`src/rtl/uart_pkg.sv`:
```
// Shared constants for the UART transmit arbiter: default sizing and FSM state encoding.
package uart_pkg;
   localparam int DEF_NUM_REQ       = 4;
   localparam int DEF_START_TIMEOUT = 15;
   localparam int DEF_CLKS_PER_BIT  = 868;

   localparam logic [1:0] ST_IDLE      = 2'd0;
   localparam logic [1:0] ST_LAUNCH    = 2'd1;
   localparam logic [1:0] ST_WAIT_BUSY = 2'd2;
   localparam logic [1:0] ST_WAIT_DONE = 2'd3;
endpackage

```
`src/rtl/uart_tx_arb_if.sv`:
```
// Link between the arbiter (master) and a single uart_tx (slave).
interface uart_tx_arb_if;
   // uart_start is a one-cycle request, issued only while uart_busy=0; uart_data is stable
   // from then until the frame ends; uart_busy covers the frame and uart_done pulses once at its end.
   logic       uart_start;
   logic [7:0] uart_data;
   logic       uart_busy;
   logic       uart_done;

   modport master (output uart_start, output uart_data, input uart_busy, input uart_done);
   modport slave  (input uart_start, input uart_data, output uart_busy, output uart_done);
endinterface

```
`src/rtl/rr_pick.sv`:
```
// Combinational round-robin picker: first set request scanning from ptr+1 modulo NUM_REQ.
module rr_pick
   import uart_pkg::*;
#(
   parameter int NUM_REQ = DEF_NUM_REQ
) (
   input  logic [NUM_REQ-1:0]         req,
   input  logic [$clog2(NUM_REQ)-1:0] ptr,
   output logic [$clog2(NUM_REQ)-1:0] winner,
   output logic                       valid
);
   localparam int IW = $clog2(NUM_REQ);

   int idx;

   // Scan from the farthest offset down so the nearest requester after ptr wins last.
   always_comb begin
      winner = '0;
      valid  = 1'b0;
      idx    = 0;
      for (int i = NUM_REQ; i >= 1; i--) begin
         idx = int'(ptr) + i;
         if (idx >= NUM_REQ) idx = idx - NUM_REQ;
         if (req[idx[IW-1:0]]) begin
            winner = idx[IW-1:0];
            valid  = 1'b1;
         end
      end
   end
endmodule

```
`src/rtl/uart_tx_arb.sv`:
```
// Round-robin arbiter letting NUM_REQ byte requesters share one uart_tx, with a start timeout.
module uart_tx_arb
   import uart_pkg::*;
#(
   parameter int NUM_REQ       = DEF_NUM_REQ,
   parameter int START_TIMEOUT = DEF_START_TIMEOUT
) (
   input  logic                       clk,
   input  logic                       rst_n,
   input  logic [NUM_REQ-1:0]         req,
   input  logic [8*NUM_REQ-1:0]       req_data,
   output logic [NUM_REQ-1:0]         gnt,
   output logic [NUM_REQ-1:0]         done,
   output logic [$clog2(NUM_REQ)-1:0] owner,
   output logic                       err,
   output logic [1:0]                 fsm_state,
   uart_tx_arb_if.master              bus
);
   localparam int IW = $clog2(NUM_REQ);
   localparam int CW = $clog2(START_TIMEOUT + 1);
   localparam logic [CW-1:0] TIMEOUT_VAL = CW'(START_TIMEOUT);

   logic [1:0]    state;
   logic [IW-1:0] ptr;
   logic [IW-1:0] pick;
   logic          pick_valid;
   logic [CW-1:0] cnt;
   logic [CW-1:0] cnt_inc;

   assign cnt_inc   = cnt + 1'b1;
   assign fsm_state = state;

   rr_pick #(.NUM_REQ(NUM_REQ)) u_pick (
      .req    (req),
      .ptr    (ptr),
      .winner (pick),
      .valid  (pick_valid)
   );

   always_ff @(posedge clk) begin
      if (!rst_n) begin
         state          <= ST_IDLE;
         ptr            <= IW'(NUM_REQ - 1);
         owner          <= '0;
         gnt            <= '0;
         done           <= '0;
         err            <= 1'b0;
         cnt            <= '0;
         bus.uart_start <= 1'b0;
         bus.uart_data  <= '0;
      end else begin
         gnt            <= '0;
         done           <= '0;
         bus.uart_start <= 1'b0;
         case (state)
            ST_IDLE: begin
               // A still-busy uart_tx (e.g. after a reset mid-frame) blocks new grants.
               if (pick_valid && !bus.uart_busy) begin
                  owner         <= pick;
                  bus.uart_data <= req_data[{pick, 3'b000} +: 8];
                  gnt           <= NUM_REQ'(1) << pick;
                  state         <= ST_LAUNCH;
               end
            end
            ST_LAUNCH: begin
               bus.uart_start <= 1'b1;
               cnt            <= '0;
               state          <= ST_WAIT_BUSY;
            end
            ST_WAIT_BUSY: begin
               if (bus.uart_busy) begin
                  state <= ST_WAIT_DONE;
               end else begin
                  cnt <= cnt_inc;
                  if (cnt_inc == TIMEOUT_VAL) begin
                     err   <= 1'b1;
                     ptr   <= owner;
                     state <= ST_IDLE;
                  end
               end
            end
            ST_WAIT_DONE: begin
               if (bus.uart_done) begin
                  done  <= NUM_REQ'(1) << owner;
                  ptr   <= owner;
                  state <= ST_IDLE;
               end
            end
            default: state <= ST_IDLE;
         endcase
      end
   end
endmodule

```
`src/flat_wrapper.sv`:
```
// flat-port wrapper written by rule: the top's interface ports become plain ports
module uart_tx_arb_flat import uart_pkg::*;
#(
   parameter int NUM_REQ       = DEF_NUM_REQ,
   parameter int START_TIMEOUT = DEF_START_TIMEOUT
)
  (clk, rst_n, req, req_data, gnt, done, owner, err, fsm_state, bus_uart_start, bus_uart_data, bus_uart_busy, bus_uart_done);
  uart_tx_arb_if bus_i ();
  input  logic clk;
  input  logic rst_n;
  input  logic [NUM_REQ-1:0] req;
  input  logic [8*NUM_REQ-1:0] req_data;
  output logic [NUM_REQ-1:0] gnt;
  output logic [NUM_REQ-1:0] done;
  output logic [$clog2(NUM_REQ)-1:0] owner;
  output logic err;
  output logic [1:0] fsm_state;
  output wire logic [$bits(bus_i.uart_start)-1:0] bus_uart_start;
  output wire logic [$bits(bus_i.uart_data)-1:0] bus_uart_data;
  input wire logic [$bits(bus_i.uart_busy)-1:0] bus_uart_busy;
  input wire logic [$bits(bus_i.uart_done)-1:0] bus_uart_done;
  assign bus_uart_start = bus_i.uart_start;
  assign bus_uart_data = bus_i.uart_data;
  assign bus_i.uart_busy = bus_uart_busy;
  assign bus_i.uart_done = bus_uart_done;
  uart_tx_arb #(.NUM_REQ(NUM_REQ), .START_TIMEOUT(START_TIMEOUT)) u_core (.clk(clk), .rst_n(rst_n), .req(req), .req_data(req_data), .gnt(gnt), .done(done), .owner(owner), .err(err), .fsm_state(fsm_state), .bus(bus_i));
endmodule
```
`config.mk`:
```
export PLATFORM = sky130hd
export DESIGN_NAME = uart_tx_arb_flat
export DESIGN_NICKNAME = d
export VERILOG_FILES = /design/src/rtl/uart_pkg.sv /design/src/rtl/uart_tx_arb_if.sv /design/src/rtl/rr_pick.sv /design/src/rtl/uart_tx_arb.sv /design/src/flat_wrapper.sv
export SDC_FILE = /design/constraint.sdc
export NUM_CORES = 1
export LEC_CHECK = 0
export ABC_AREA = 1
export CORE_ASPECT_RATIO = 0.5
export CORE_UTILIZATION = 39
export DETAILED_ROUTE_END_ITERATION = 8
export GPL_TIMING_DRIVEN = 1
export PLACE_DENSITY = 0.82
export SLEW_MARGIN = 10
export SYNTH_ARGS = -nofsm -noshare
export SYNTH_HDL_FRONTEND = slang
export SYNTH_HIERARCHICAL = 1
export SYNTH_SLANG_ARGS = --single-unit
```
`constraint.sdc`:
```
create_clock -name clk -period 1.9 [get_ports clk]
set_clock_uncertainty 0.2 [all_clocks]
set_input_delay 0.285 -clock clk [delete_from_list [all_inputs] [get_ports clk]]
set_output_delay 0.285 -clock clk [all_outputs]
set_load 0.05 [all_outputs]
```
## Word level (Yosys, flattened, before mapping)

Cells that the tools add are included.

- Add/sub/neg operators: 9
- Reduce and logical (&&, ||, !) cells: 12
- Eq/ne operators: 9
- Bitwise gates (word level): 1
- Mux-type cells: 32
- Shift-type cells: 3
- Magnitude comparators: 8

Operators with widths:

| operator | count |
|---|---|
| indexed part select 32 x 6 -> 8 bit | 1 |
| two-way mux 2 bit | 15 |
| less-than comparator 2 x 3 -> 1 bit (second input constant) | 4 |
| AND reduction 3 bit | 4 |
| >= comparator 3 bit (second input constant) | 3 |
| two-way mux 1 bit | 9 |
| binary-select mux 1 bit (select 2 bit) | 4 |
| one-hot mux 2 bit (4 select lines) | 1 |
| one-hot mux 4 bit (2 select lines) | 1 |
| << shifter 1 x 2 -> 4 bit (first input constant) | 2 |
| subtractor 2 x 1 -> 2 bit (second input constant) | 4 |
| adder 2 x 2 -> 3 bit (second input constant) | 2 |
| adder 2 x 3 -> 4 bit (second input constant) | 1 |
| adder 4 x 1 -> 4 bit (second input constant) | 1 |
| equality test 2 bit (second input constant) | 2 |
| equality test 4 bit (second input constant) | 1 |
| >= comparator 4 x 3 -> 1 bit (second input constant) | 1 |
| two-way mux 4 bit | 1 |
| inequality test 2 x 1 -> 1 bit (second input constant) | 2 |
| inequality test 2 bit (second input constant) | 2 |
| one-hot mux 2 bit (2 select lines) | 1 |
| AND reduction 2 bit | 2 |
| AND reduction 4 bit | 1 |
| nonzero test 2 bit | 2 |
| 7 further kinds | 7 |

- Output and inout port bits: 22
- Input bits: 40
- Flip-flop bits (word level): 28

## Depth between registers and ports, before layout

Gate-level depths: netlist of the first run.

- Word-level depth: 12
- Gate-level depth with buffers: 16
- Mapped depth without buffers: 14

## Cells and area by module

Netlist of the first run, hierarchy kept.

Modules (own cells, without submodules):

| module | seq. area each (um^2) | instances | area each (um^2) | cells an instance |
|---|---|---|---|---|
| uart_tx_arb | 560.5 | 1 | 1321.3 | 191 |
| rr_pick | 0.0 | 1 | 226.5 | 49 |

## Worst setup path after synthesis of the first run

Ideal clock, no wire load.

- Path kind: reg2reg
- Start point: register u_core.ptr[0]
- End point: register u_core.bus.uart_data[0]
- Stages on the path, launching flop included: 17
- Path slack: 32 ps
- Buffers on the path: 3
- Data required time: 1587 ps
- Arrival: 1555 ps
- Setup time: 113 ps
- Cells stage by stage: dfxtp_1 > buf_6 > inv_8 > nand2_1 > nand2_1 > nand2_1 > nand2_1 > nand2_1 > nand2_1 > nand2_1 > nand2_1 > buf_2 > buf_2 > nor2_1 > o22ai_1 > o21ai_1 > inv_1

- Elaborated cells on any way between the ends: 35
- Classes of those cells: add/sub: 8; order compare: 4; shift: 1; mux: 20; reduce/logical: 2

RTL lines:

| element | line | RTL |
|---|---|---|
| start: declaration | uart_tx_arb.sv:24 | `logic [IW-1:0] ptr;` |
| start signal: assignment | uart_tx_arb.sv:43 | `ptr <= IW'(NUM_REQ - 1);` |
| start signal: assignment | uart_tx_arb.sv:77 | `ptr <= owner;` |
| start signal: assignment | uart_tx_arb.sv:85 | `ptr <= owner;` |
| adder 2 x 3 -> 4 bit | rr_pick.sv:22 | `idx = int'(ptr) + i;` |
| >= comparator 4 x 3 -> 1 bit / subtractor 2 x 1 -> 2 bit (equally long branches) | rr_pick.sv:23 | `if (idx >= NUM_REQ) idx = idx - NUM_REQ;` |
| two-way mux 2 bit | rr_pick.sv:23 |  |
| binary-select mux 1 bit (select 2 bit) | rr_pick.sv:24 | `if (req[idx[IW-1:0]]) begin` |
| two-way mux 1 bit (implied by the code) | rr_pick.sv:24 |  |
| two-way mux 2 bit (3 in series) | rr_pick.sv:24 |  |
| two-way mux 2 bit (*) | rr_pick.sv:24 |  |
| net u_core.pick[0] | uart_tx_arb.sv:25 | `logic [IW-1:0] pick;` |
| indexed part select 32 x 6 -> 8 bit (*) | uart_tx_arb.sv:60 | `bus.uart_data <= req_data[{pick, 3'b000} +: 8];` |
| end signal: assignment | uart_tx_arb.sv:60 |  |
| end: declaration | uart_tx_arb_if.sv:10 | `modport master (output uart_start, output uart_data, input uart_busy, input uart_done);` |

Mark *: on every way through the listed nets, which the timed path passes. The rest lies on a longest branch. The select of a mux whose other input is x is not followed.
A chain may end at the register's enable or synchronous reset.

## Worst setup path after layout of the first run

- Start point: register u_core.ptr[0]
- End point: register u_core.bus.uart_data[1]

Same word-level chain as after synthesis.

==> results.py, run 1 <==
metrics = {
    "synth": {
        "yosys-top-cells-count": "nand2_1, nor2_1, inv_1",
        "yosys.area.top_type": "dfxtp_1",
        "syn_inst": 240,
        "synth_ff_type": "dfxtp_1",
        "synth.most_common_cell": "nand2_1",
        "async_flop_share": 0,
        "yosys_warnings": 6,
        "yosysTopAreaCellShare": 0.362,
        "synth_area_per_cell_um2": 6.45,
        "yosys-top-cells-area": "dfxtp_1, nand2_1, nor2_1",
        "yosysSeqAreaShare": 0.362,
        "netlist_area_mm2": 0.00155,
        "synth_edf_count": 0,
        "synth_cell_types": 27,
        "synth.net_count": 282,
        "ys_ff_latch": 28,
    },
    "setup_path": {
        "crit_path_frequent_cell": "nand2_2",
        "r2r_start": "u_core/ptr[0]",
        "reg2reg_slack_ps": -200,
        "cp-end-kind": "flip-flop",
        "timing.rr.end": "u_core/bus.uart_data[1]",
        "rr_worst_depth": 15,
        "cp_max_fo": 6,
        "critPathLaunchType": "flip-flop",
        "cp_slowest_stage_delay_ps": 370,
        "crit_slowest_cell": "dfxtp_4",
        "path_class": "flip-flop to flip-flop",
        "crit_arrival_ps": 2080,
        "crit_chain": "buf_4, nand2_1, o21ai_4, nand2_2, nand2_2, nand2_2, nand2_2, nand2_2, nand2_4, clkinvlp_4, buf_6, o21ai_2, o22ai_1, o21ai_1, inv_1",
        "cp.required_ps": 1880,
    },
    "clock_network": {
        "clock-sinks": 28,
        "numCtsBuffers": 3,
        "clkLatencyLatePin_ps": 280,
        "cts_hold_buf": 0,
        "cts_tree": "built",
        "clk_pin_slew_ps": 100,
        "clk_path_buf_depth": 2,
        "htreeDepth": 1,
        "cts-root-buf": "clkbuf_8",
    },
    "power": {
        "ir_worst_vdd_uv": 338,
        "power_density_mw_per_mm2": 855,
        "cellLeakagePower_nw": 1.20,
    },
    "status": {
        "violations": "setup timing",
        "status": "complete, but fails checks",
    },
    "sta": {
        "setup_ws_ps": -197,
        "rsz0062_at_grt": "yes",
        "finalCritPeriodShare": 1.10,
        "fmax_mhz": 477,
        "setup_viol": 8,
        "period_minus_slack_ps": 2100,
        "maxSlewViolCount": 0,
        "hold_violations": 0,
        "finalSetupTns_ps": -1450,
        "max_slew_margin": 0.643,
        "worstMarginPinSlew_ps": 534,
    },
    "drt": {
        "vias_per_cell": 4.93,
        "wire_per_inst_um": 12.3,
        "drc": 0,
        "routed_wl_mm": 4.51,
        "ant_nets": 0,
        "dr.pass1.iters": 4,
        "drt_iter0_markers": 63,
        "vias": 1811,
    },
    "global_route": {
        "grt_max_degree": 17,
        "gr-total-overflow": 0,
        "grt_usage": 0.200,
        "grt_pass1_wl_mm": 6.48,
        "grt_pass1_vias": 1535,
        "antenna_found_initial": 0,
    },
    "layout": {
        "area_growth_pct": 63.9,
        "fin_cells": 367,
        "drive_above_1_share": 0.323,
        "seqCellArea_um2": 566,
        "final_core_util": 0.704,
        "postLayoutCellArea_mm2": 0.00254,
        "nFillCells": 283,
        "multi_input_area_um2": 967,
        "diodes": 0,
        "nNetsFinal": 359,
    },
    "floorplan": {
        "die_h_um": 46.5,
        "core_area_mm2": 0.00360,
        "die_w_um": 91.1,
        "ios": 62,
        "rows": 15,
        "dieArea_mm2": 0.00424,
        "initial_core_util": 0.430,
    },
    "place": {
        "io_buffers": 61,
        "placed_cells": 354,
        "place_area_mm2": 0.00221,
        "hpwl_mm": 3.09,
        "dp_slack_ps": -557,
        "globalplace.congestion": 0.771,
    },
    "min_path": {
        "holdPathStages": 1,
        "min_path_type": "flip-flop to flip-flop",
        "min-delay-start": "u_core/err",
        "hold_end": "u_core/err",
    },
    "run": {
        "cap_violations": 0,
    },
}
[cells in the final DEF, fill, tap and decap left out, types with 2 or more instances in the layout]
| cell type | n |
|---|---|
| buf_6 | 5 |
| nand2_1 | 33 |
| o22ai_2 | 2 |
| nand2_4 | 3 |
| buf_12 | 2 |
| inv_1 | 24 |
| clkbuf_8 | 4 |
| nand3_2 | 5 |
| o21ai_2 | 6 |
| o22ai_1 | 6 |
| o21ai_4 | 2 |
| o21ai_0 | 9 |
| nor4_1 | 2 |
| dlygate4sd2_1 | 4 |
| inv_2 | 5 |
| o21ai_1 | 13 |
| nor2_2 | 3 |
| ha_1 | 2 |
| a21oi_1 | 7 |
| clkdlybuf4s50_1 | 35 |
| buf_4 | 35 |
| or2_1 | 2 |
| nor2_4 | 4 |
| nand2_2 | 19 |
| nand3_1 | 10 |
| nor3_1 | 2 |
| dfxtp_1 | 26 |
| nor2_1 | 36 |
[through the flow]
stage                     hold WS, ps  total power, mW
after detailed placement          271             1.61
final                             293             2.17
after floorplan                   251             1.32
after global routing              319             2.28
after CTS                         296             2.04
after global placement            256             1.59
[sequential cells by signal, summed over array words and instances, names as in the netlist]
signal	cells
u_core/done	4
u_core/fsm_state	2
u_core/bus.uart_start	1
u_core/ptr	2
u_core/bus.uart_data	8
u_core/owner	2
u_core/err	1
u_core/cnt	4
u_core/gnt	4
[how the worst max path moves through the flow]
| stage | startpoint | endpoint | slack, ps | cells after the start |
|---|---|---|---|---|
| 4_1_cts | u_core/ptr[0] | u_core/bus.uart_data[7] | -90 | 13 |
| 3_5_place_dp | req[3] | u_core/bus.uart_data[0] | -560 | 13 |
| 3_3_place_gp | req[3] | u_core/bus.uart_data[6] | -430 | 13 |
| 6_report | u_core/ptr[0] | u_core/bus.uart_data[1] | -200 | 15 |
| 5_1_grt | u_core/ptr[0] | u_core/bus.uart_data[1] | -320 | 15 |
| 2_1_floorplan | u_core/ptr[0] | u_core/bus.uart_data[0] | 30 | 16 |
[layout make-up]
| cell class | count | share of cell area |
|---|---|---|
| multi-input combinational | 171 | 0.381 |
| timing repair buffer | 81 | 0.293 |
| sequential | 28 | 0.223 |
| inverter | 32 | 0.0557 |
| tap | 51 | 0.0251 |
| clock buffer | 4 | 0.0217 |
[critical path, delay by kind of cell, from the launching register on]
kind | cells | cell delay, ps
AO/OA/AOI/OAI | 4 | 420
buffers and inverters | 4 | 470
flip-flops | 1 | 370
AND/OR/NAND/NOR | 7 | 540
[layer usage]
metal / vias up / part of all wire / track usage
li1: 924 / - / -
met1: 825 / 0.42 / 0.229
met2: 58 / 0.50 / 0.368
met3: 4 / 0.066 / 0.0611
met4: 0 / 0.010 / 0.0762
met5: - / 0 / 0
[cell families (layout without fill, tap and decap cells)]
kind of cell             count (synthesis)  in the layout  synth area share
AO/OA/AOI/OAI                           47             47             0.165
adder cells (fa/ha/maj)                  2              2            0.0162
buffers and inverters                   41            117             0.117
flip-flops                              28             28             0.362
AND/OR/NAND/NOR                        122            122             0.340
[power breakdown]
| part | internal, mW | switching [mW] |
|---|---|---|
| clock | 0.186 | 0.193 |
| combinational | 0.425 | 0.655 |
| sequential | 0.653 | 0.0567 |
| total | 1.26 | 0.905 |
[what timing repair did]
action	4_1_cts	5_1_grt
gates cloned	0	0
pin swaps	11	14
setup endpoints to repair	8	11
setup buffers	5	5
hold endpoints to repair	0	0
gates resized for setup	30	47
Power figures use the tool's default switching activity.
==> inputs of run 2 (changes only) <==
--- a/config.mk
+++ b/config.mk
@@ -10,9 +10,8 @@
 export CORE_UTILIZATION = 39
 export DETAILED_ROUTE_END_ITERATION = 8
 export GPL_TIMING_DRIVEN = 1
-export PLACE_DENSITY = 0.82
+export PLACE_DENSITY = 0.81
 export SLEW_MARGIN = 10
 export SYNTH_ARGS = -nofsm -noshare
 export SYNTH_HDL_FRONTEND = slang
-export SYNTH_HIERARCHICAL = 1
 export SYNTH_SLANG_ARGS = --single-unit
==> run 2 against run 1 <==
Effect of this change:
- the flow still finishes with violations (setup timing)
- largest power group unchanged
- largest cell class unchanged
- design area grew 6.2%
- sequential share of layout area decreased by 1.3 points
- register-to-register slack gained 130 ps
- critical path type unchanged
- clock power is 28% higher
==> results.py, run 2 <==
metrics = {
    "place": {
        "placed_cells": 356,
        "io_buffers": 61,
        "globalplace.congestion": 0.851,
        "dp_slack_ps": -301,
        "hpwl_mm": 3.42,
    },
    "setup_path": {
        "timing.rr.end": "u_core.bus.uart_data[4]",
        "crit_arrival_ps": 1980,
        "endpoint": "u_core.bus.uart_data[4]",
        "r2r_start": "u_core.ptr[0]",
        "crit_chain": "buf_4, nand2_2, nand2_2, nand2_2, nand2_4, inv_8, nand2_4, o21ai_4, nor2_4, clkbuf_16, o21ai_2, a21oi_1",
        "cp_slowest_stage_delay_ps": 400,
        "rr_worst_depth": 12,
        "crit_path_frequent_cell": "nand2_2",
        "cp-startpoint": "u_core.ptr[0]",
        "crit_slowest_cell": "dfxtp_4",
        "reg2reg_slack_ps": -70,
        "cp.required_ps": 1910,
        "critPathLaunchType": "flip-flop",
        "cp-end-kind": "flip-flop",
        "path_class": "flip-flop to flip-flop",
        "cp_max_fo": 5,
    },
    "clock_network": {
        "clock-sinks": 28,
        "clkLatencyLatePin_ps": 280,
        "cts-root-buf": "clkbuf_8",
        "cts_tree": "built",
        "numCtsBuffers": 3,
        "clk_pin_slew_ps": 100,
        "clk_path_buf_depth": 2,
        "htreeDepth": 1,
    },
    "synth": {
        "synth_ff_type": "dfxtp_1",
        "synth.net_count": 273,
        "netlist_area_mm2": 0.00162,
        "async_flop_share": 0,
        "yosysTopAreaCellShare": 0.346,
        "yosys-top-cells-area": "dfxtp_1, nand3_1, nand2_1",
        "yosys.area.top_type": "dfxtp_1",
        "syn_inst": 231,
        "synth_edf_count": 0,
        "synth_area_per_cell_um2": 7.01,
        "yosys-top-cells-count": "nand2_1, nand3_1, dfxtp_1",
        "yosys_warnings": 0,
        "yosysSeqAreaShare": 0.346,
        "synth_cell_types": 29,
        "ys_ff_latch": 28,
        "synth.most_common_cell": "nand2_1",
    },
    "drt": {
        "vias_per_cell": 5.36,
        "wire_per_inst_um": 15.2,
        "vias": 1989,
        "ant_nets": 0,
        "routed_wl_mm": 5.65,
        "drc": 0,
        "drt_iter0_markers": 114,
        "dr.pass1.iters": 4,
    },
    "power": {
        "cellLeakagePower_nw": 1.28,
        "power_frac_clock": 0.196,
        "ir_worst_vdd_uv": 406,
        "seq_power_share": 0.297,
        "power_density_mw_per_mm2": 919,
        "intPower_mw": 1.44,
        "power_frac_comb": 0.507,
        "p_sw_mw": 1.04,
        "swShare": 0.420,
    },
    "sta": {
        "hold_violations": 0,
        "maxSlewViolCount": 0,
        "finalCritPeriodShare": 1.03,
        "period_minus_slack_ps": 1970,
        "worstMarginPinSlew_ps": 316,
        "max_slew_margin": 0.788,
        "rsz0062_at_grt": "yes",
        "setup_ws_ps": -66.3,
        "setup_viol": 13,
        "fmax_mhz": 509,
    },
    "layout": {
        "final_cell_mix": "nand3_1, buf_4, nand2_1, clkdlybuf4s50_1, dfxtp_1",
        "seqCellArea_um2": 566,
        "multi_input_area_mm2": 0.00106,
        "diodes": 0,
        "drive_above_1_share": 0.322,
        "layout_commonest_cell": "nand3_1",
        "largest_reg_flops": 8,
        "top_register": "u_core.bus.uart_data",
        "area_growth_pct": 66.5,
        "nFillCells": 294,
        "fin_cells": 371,
        "nNetsFinal": 360,
        "final_core_util": 0.683,
    },
    "global_route": {
        "grt_pass1_wl_mm": 7.02,
        "gr-total-overflow": 0,
        "grt_max_degree": 22,
        "grt_pass1_vias": 1665,
        "grt_usage": 0.203,
        "antenna_found_initial": 0,
    },
    "run": {
        "cap_violations": 0,
    },
    "min_path": {
        "min_path_type": "flip-flop to flip-flop",
        "min-delay-start": "u_core.cnt[3]",
    },
    "floorplan": {
        "core_area_mm2": 0.00394,
        "ios": 62,
        "die_w_um": 93.1,
        "initial_core_util": 0.411,
        "die_h_um": 47.6,
        "dieArea_mm2": 0.00443,
        "rows": 16,
    },
    "status": {
        "status": "complete, but fails checks",
        "violations": "setup timing",
    },
}
run 2: timing repair:
item | CTS | global route
hold buffers | 0 | 0
endpoints found under the setup margin | 14 | 16
setup buffers | 1 | 6
pin swaps | 2 | 7
gates resized for setup | 10 | 41
cloned | 1 | 3
run 2: per-stage QoR:
step	cell area (um^2)	hold slack [ps]	setup TNS (ps)	power (mW)
after global routing	2700	305	-1520	2.58
final	2700	282	-473	2.48
after detailed placement	2330	264	-3720	1.76
after global placement	2330	256	-3100	1.74
after CTS	2440	286	0	2.26
after floorplan	1620	256	0	1.42
run 2: kinds of logic after synthesis:
kind of cell	count (synthesis)	share of synthesized area
xor gates and xnor gates	2	0.0108
DFF	28	0.346
AOI/OAI and AO/OA	34	0.118
adders and majority gates	2	0.0155
buffers and inverters	30	0.0950
and+or+nand+nor	135	0.414
run 2: final cells by class:
class / instances / area share
clock buffers: 3 / 0.0153
clock inverters: 1 / 0.0111
inverters: 22 / 0.0344
multi-input cells: 175 / 0.394
flip-flops and latches: 28 / 0.210
well taps: 54 / 0.0251
repair buffers: 88 / 0.310
run 2: how the worst min path moves through the flow:
stage | endpoint | depth (start not counted)
CTS | u_core.cnt[3] | 2
global route | u_core.cnt[3] | 2
floorplan | u_core.cnt[3] | 2
global placement | u_core.err | 1
finish | u_core.cnt[3] | 2
detailed placement | u_core.err | 1
run 2: power by group through the flow:
| stage | logic [mW] | clock network, mW | registers, mW |
|---|---|---|---|
| 2_1_floorplan | 0.458 | 0 | 0.961 |
| 3_3_place_gp | 1.00 | 0 | 0.732 |
| 3_5_place_dp | 1.02 | 0 | 0.736 |
| 4_1_cts | 1.05 | 0.481 | 0.725 |
| 5_1_grt | 1.33 | 0.503 | 0.745 |
| 6_report | 1.26 | 0.486 | 0.735 |
run 2: critical path: cells and delay by family (launching register included):
kind,cells,cell delay [ps]
buffers and inverters,3,390
AND/OR/NAND/NOR,6,650
flip-flops,1,400
AO/OA/AOI/OAI,3,250
run 2: routing by layer:
metal / GRT usage / vias to the layer above / wire length, um / part of all wire
met1: 0.248 / 946 / 2350 / 0.42
met5: 0 / - / 0 / 0
li1: - / 943 / - / -
met4: 0.0400 / 0 / 115 / 0.020
met2: 0.391 / 85 / 2870 / 0.51
met3: 0.0397 / 15 / 313 / 0.055
==> inputs of run 3 (changes only) <==
--- a/config.mk
+++ b/config.mk
@@ -6,7 +6,9 @@
 export NUM_CORES = 1
 export LEC_CHECK = 0
 export ABC_AREA = 1
+export ABC_CLOCK_PERIOD_IN_PS = 1900
 export CORE_ASPECT_RATIO = 0.5
+export CORE_MARGIN = 3
 export CORE_UTILIZATION = 39
 export DETAILED_ROUTE_END_ITERATION = 8
 export GPL_TIMING_DRIVEN = 1
==> run 3 against run 2 <==
Effect of this change:
- the run still ends with setup timing left
- global-route usage fell by 3.5 points
- sequential power hardly changed
- clock power decreased by 32%
- highest routed layer unchanged
- largest cell class unchanged
- fmax decreased by 3.9%
- critical endpoint is now u_core.gnt[0]
- clock-buffer cell count stayed put
- sequential share of layout area fell by 0.59 points
- critical path type unchanged
==> results.py, run 3 (synthesis gave the netlist of run 2 again) <==
metrics = {
    "status": {
        "status": "complete, but fails checks",
        "violations": "setup timing",
    },
    "sta": {
        "hold_violations": 0,
        "max_slew_margin": 0.810,
        "finalCritPeriodShare": 1.08,
        "maxSlewViolCount": 0,
        "rsz0062_at_grt": "yes",
        "fmax_mhz": 489,
        "finalSetupTns_ps": -1170,
        "worstMarginPinSlew_ps": 283,
        "setup_viol": 14,
        "hold-worst-slack_ps": 282,
        "setup_ws_ps": -147,
        "period_minus_slack_ps": 2050,
    },
    "global_route": {
        "grt_usage": 0.168,
        "grt_pass1_vias": 1587,
        "antenna_found_initial": 0,
        "grt_pass1_wl_mm": 6.97,
        "grt_max_degree": 22,
        "gr-total-overflow": 0,
    },
    "power": {
        "p_sw_mw": 1.10,
        "power_density_mw_per_mm2": 870,
        "swShare": 0.454,
        "ir_worst_vdd_uv": 391,
        "seq_power_share": 0.304,
        "intPower_mw": 1.32,
        "total_power_mw": 2.42,
        "power_frac_comb": 0.559,
        "cellLeakagePower_nw": 1.32,
        "power_frac_clock": 0.136,
    },
    "floorplan": {
        "core_area_mm2": 0.00370,
        "die_w_um": 97.1,
        "dieArea_mm2": 0.00501,
        "ios": 62,
        "rows": 15,
        "die_h_um": 51.6,
        "initial_core_util": 0.438,
    },
    "drt": {
        "drc": 0,
        "vias_per_cell": 5.59,
        "routed_wl_mm": 6.31,
        "vias": 2067,
        "wire_per_inst_um": 17.1,
        "drt_iter0_markers": 189,
        "dr.pass1.iters": 5,
        "ant_nets": 0,
    },
    "clock_network": {
        "cts_tree": "built",
        "clk_path_buf_depth": 2,
        "clkLatencyLatePin_ps": 280,
        "cts-root-buf": "clkbuf_8",
        "clk_pin_slew_ps": 100,
        "clock-sinks": 28,
        "numCtsBuffers": 3,
        "htreeDepth": 1,
    },
    "setup_path": {
        "critPathLaunchType": "flip-flop",
        "timing.rr.end": "u_core.gnt[0]",
        "cp_max_fo": 6,
        "reg2reg_slack_ps": -150,
        "cp-end-kind": "flip-flop",
        "crit_arrival_ps": 2060,
        "r2r_start": "u_core.ptr[0]",
        "cp_slowest_stage_delay_ps": 400,
        "cp.required_ps": 1910,
        "rr_worst_depth": 12,
        "cp_top_family": "simple AND/OR/NAND/NOR gates",
        "path_class": "flip-flop to flip-flop",
        "cp-startpoint": "u_core.ptr[0]",
        "critPathBufInv": 2,
        "crit_chain": "buf_12, nand2_1, nand2_2, nand2_2, nand2_4, nor2_4, nand2_4, o21ai_4, nor2_4, buf_12, nand3_1, nor2_1",
        "crit_slowest_cell": "dfxtp_4",
    },
    "place": {
        "place_area_mm2": 0.00230,
        "hpwl_mm": 3.45,
        "io_buffers": 61,
        "globalplace.congestion": 0.823,
        "dp_slack_ps": -311,
    },
    "layout": {
        "area_growth_pct": 72.0,
        "diodes": 0,
        "top_register": "u_core.bus.uart_data",
        "largest_reg_flops": 8,
        "postLayoutCellArea_mm2": 0.00279,
        "nNetsFinal": 363,
        "layout_commonest_cell": "nand2_1",
        "final_cell_mix": "nand2_1, buf_4, nand3_1, clkdlybuf4s50_1, dfxtp_1",
        "drive_above_1_share": 0.370,
    },
    "run": {
        "cap_violations": 0,
    },
    "min_path": {
        "hold_end": "u_core.cnt[3]",
        "min_path_type": "flip-flop to flip-flop",
        "min-delay-start": "u_core.cnt[3]",
        "holdPathStages": 2,
    },
}
-- run 3: through the flow --
step           instances  utilization
2_1_floorplan        231            -
3_3_place_gp         349        0.622
3_5_place_dp         349        0.622
4_1_cts              352        0.638
5_1_grt              370        0.753
6_report             370        0.753
-- run 3: cell type report --
| type | instances | area, um^2 |
|---|---|---|
| flip-flops and latches | 28 | 568 |
| fillers | 232 | 912 |
| inverters | 22 | 92.6 |
| clock buffers | 3 | 41.3 |
| repair buffers | 88 | 853 |
| multi-input cells | 178 | 1170 |
| well taps | 51 | 63.8 |
-- run 3: metal layers --
metal / GRT usage / routed length [um] / up-vias
met5: 0 / 0 / -
met4: 0.0233 / 236 / 0
met3: 0.0415 / 563 / 34
met2: 0.288 / 3100 / 147
met1: 0.223 / 2410 / 936
li1: - / - / 950
-- run 3: timing repair --
action	4_1_cts	5_1_grt
hold buffers	0	0
setup endpoints to repair	9	16
buffers inserted	0	10
resized for setup	5	60
gates cloned	0	8
pin swaps	0	25
-- run 3: how the worst max path moves through the flow --
stage	endpoint	slack [ps]	depth (start not counted)
final	u_core.gnt[0]	-150	12
after global placement	u_core.bus.uart_data[0]	-270	12
after floorplan	u_core.bus.uart_data[0]	160	10
after global routing	u_core.gnt[0]	-190	12
after CTS	u_core.bus.uart_data[4]	-7	13
after detailed placement	u_core.bus.uart_data[1]	-310	12
-- run 3: worst min-delay path: cells and delay by family, from the launching register on --
kind,cells,cell delay (ps)
flip-flops,1,330
AND/OR/NAND/NOR,1,60
AO/OA/AOI/OAI,1,50
-- run 3: power groups by stage --
stage | logic, mW | registers (mW) | clock network, mW
after global placement | 0.987 | 0.733 | 0
final | 1.35 | 0.737 | 0.330
after floorplan | 0.458 | 0.961 | 0
after CTS | 1.02 | 0.724 | 0.324
after detailed placement | 1.01 | 0.737 | 0
after global routing | 1.43 | 0.745 | 0.351
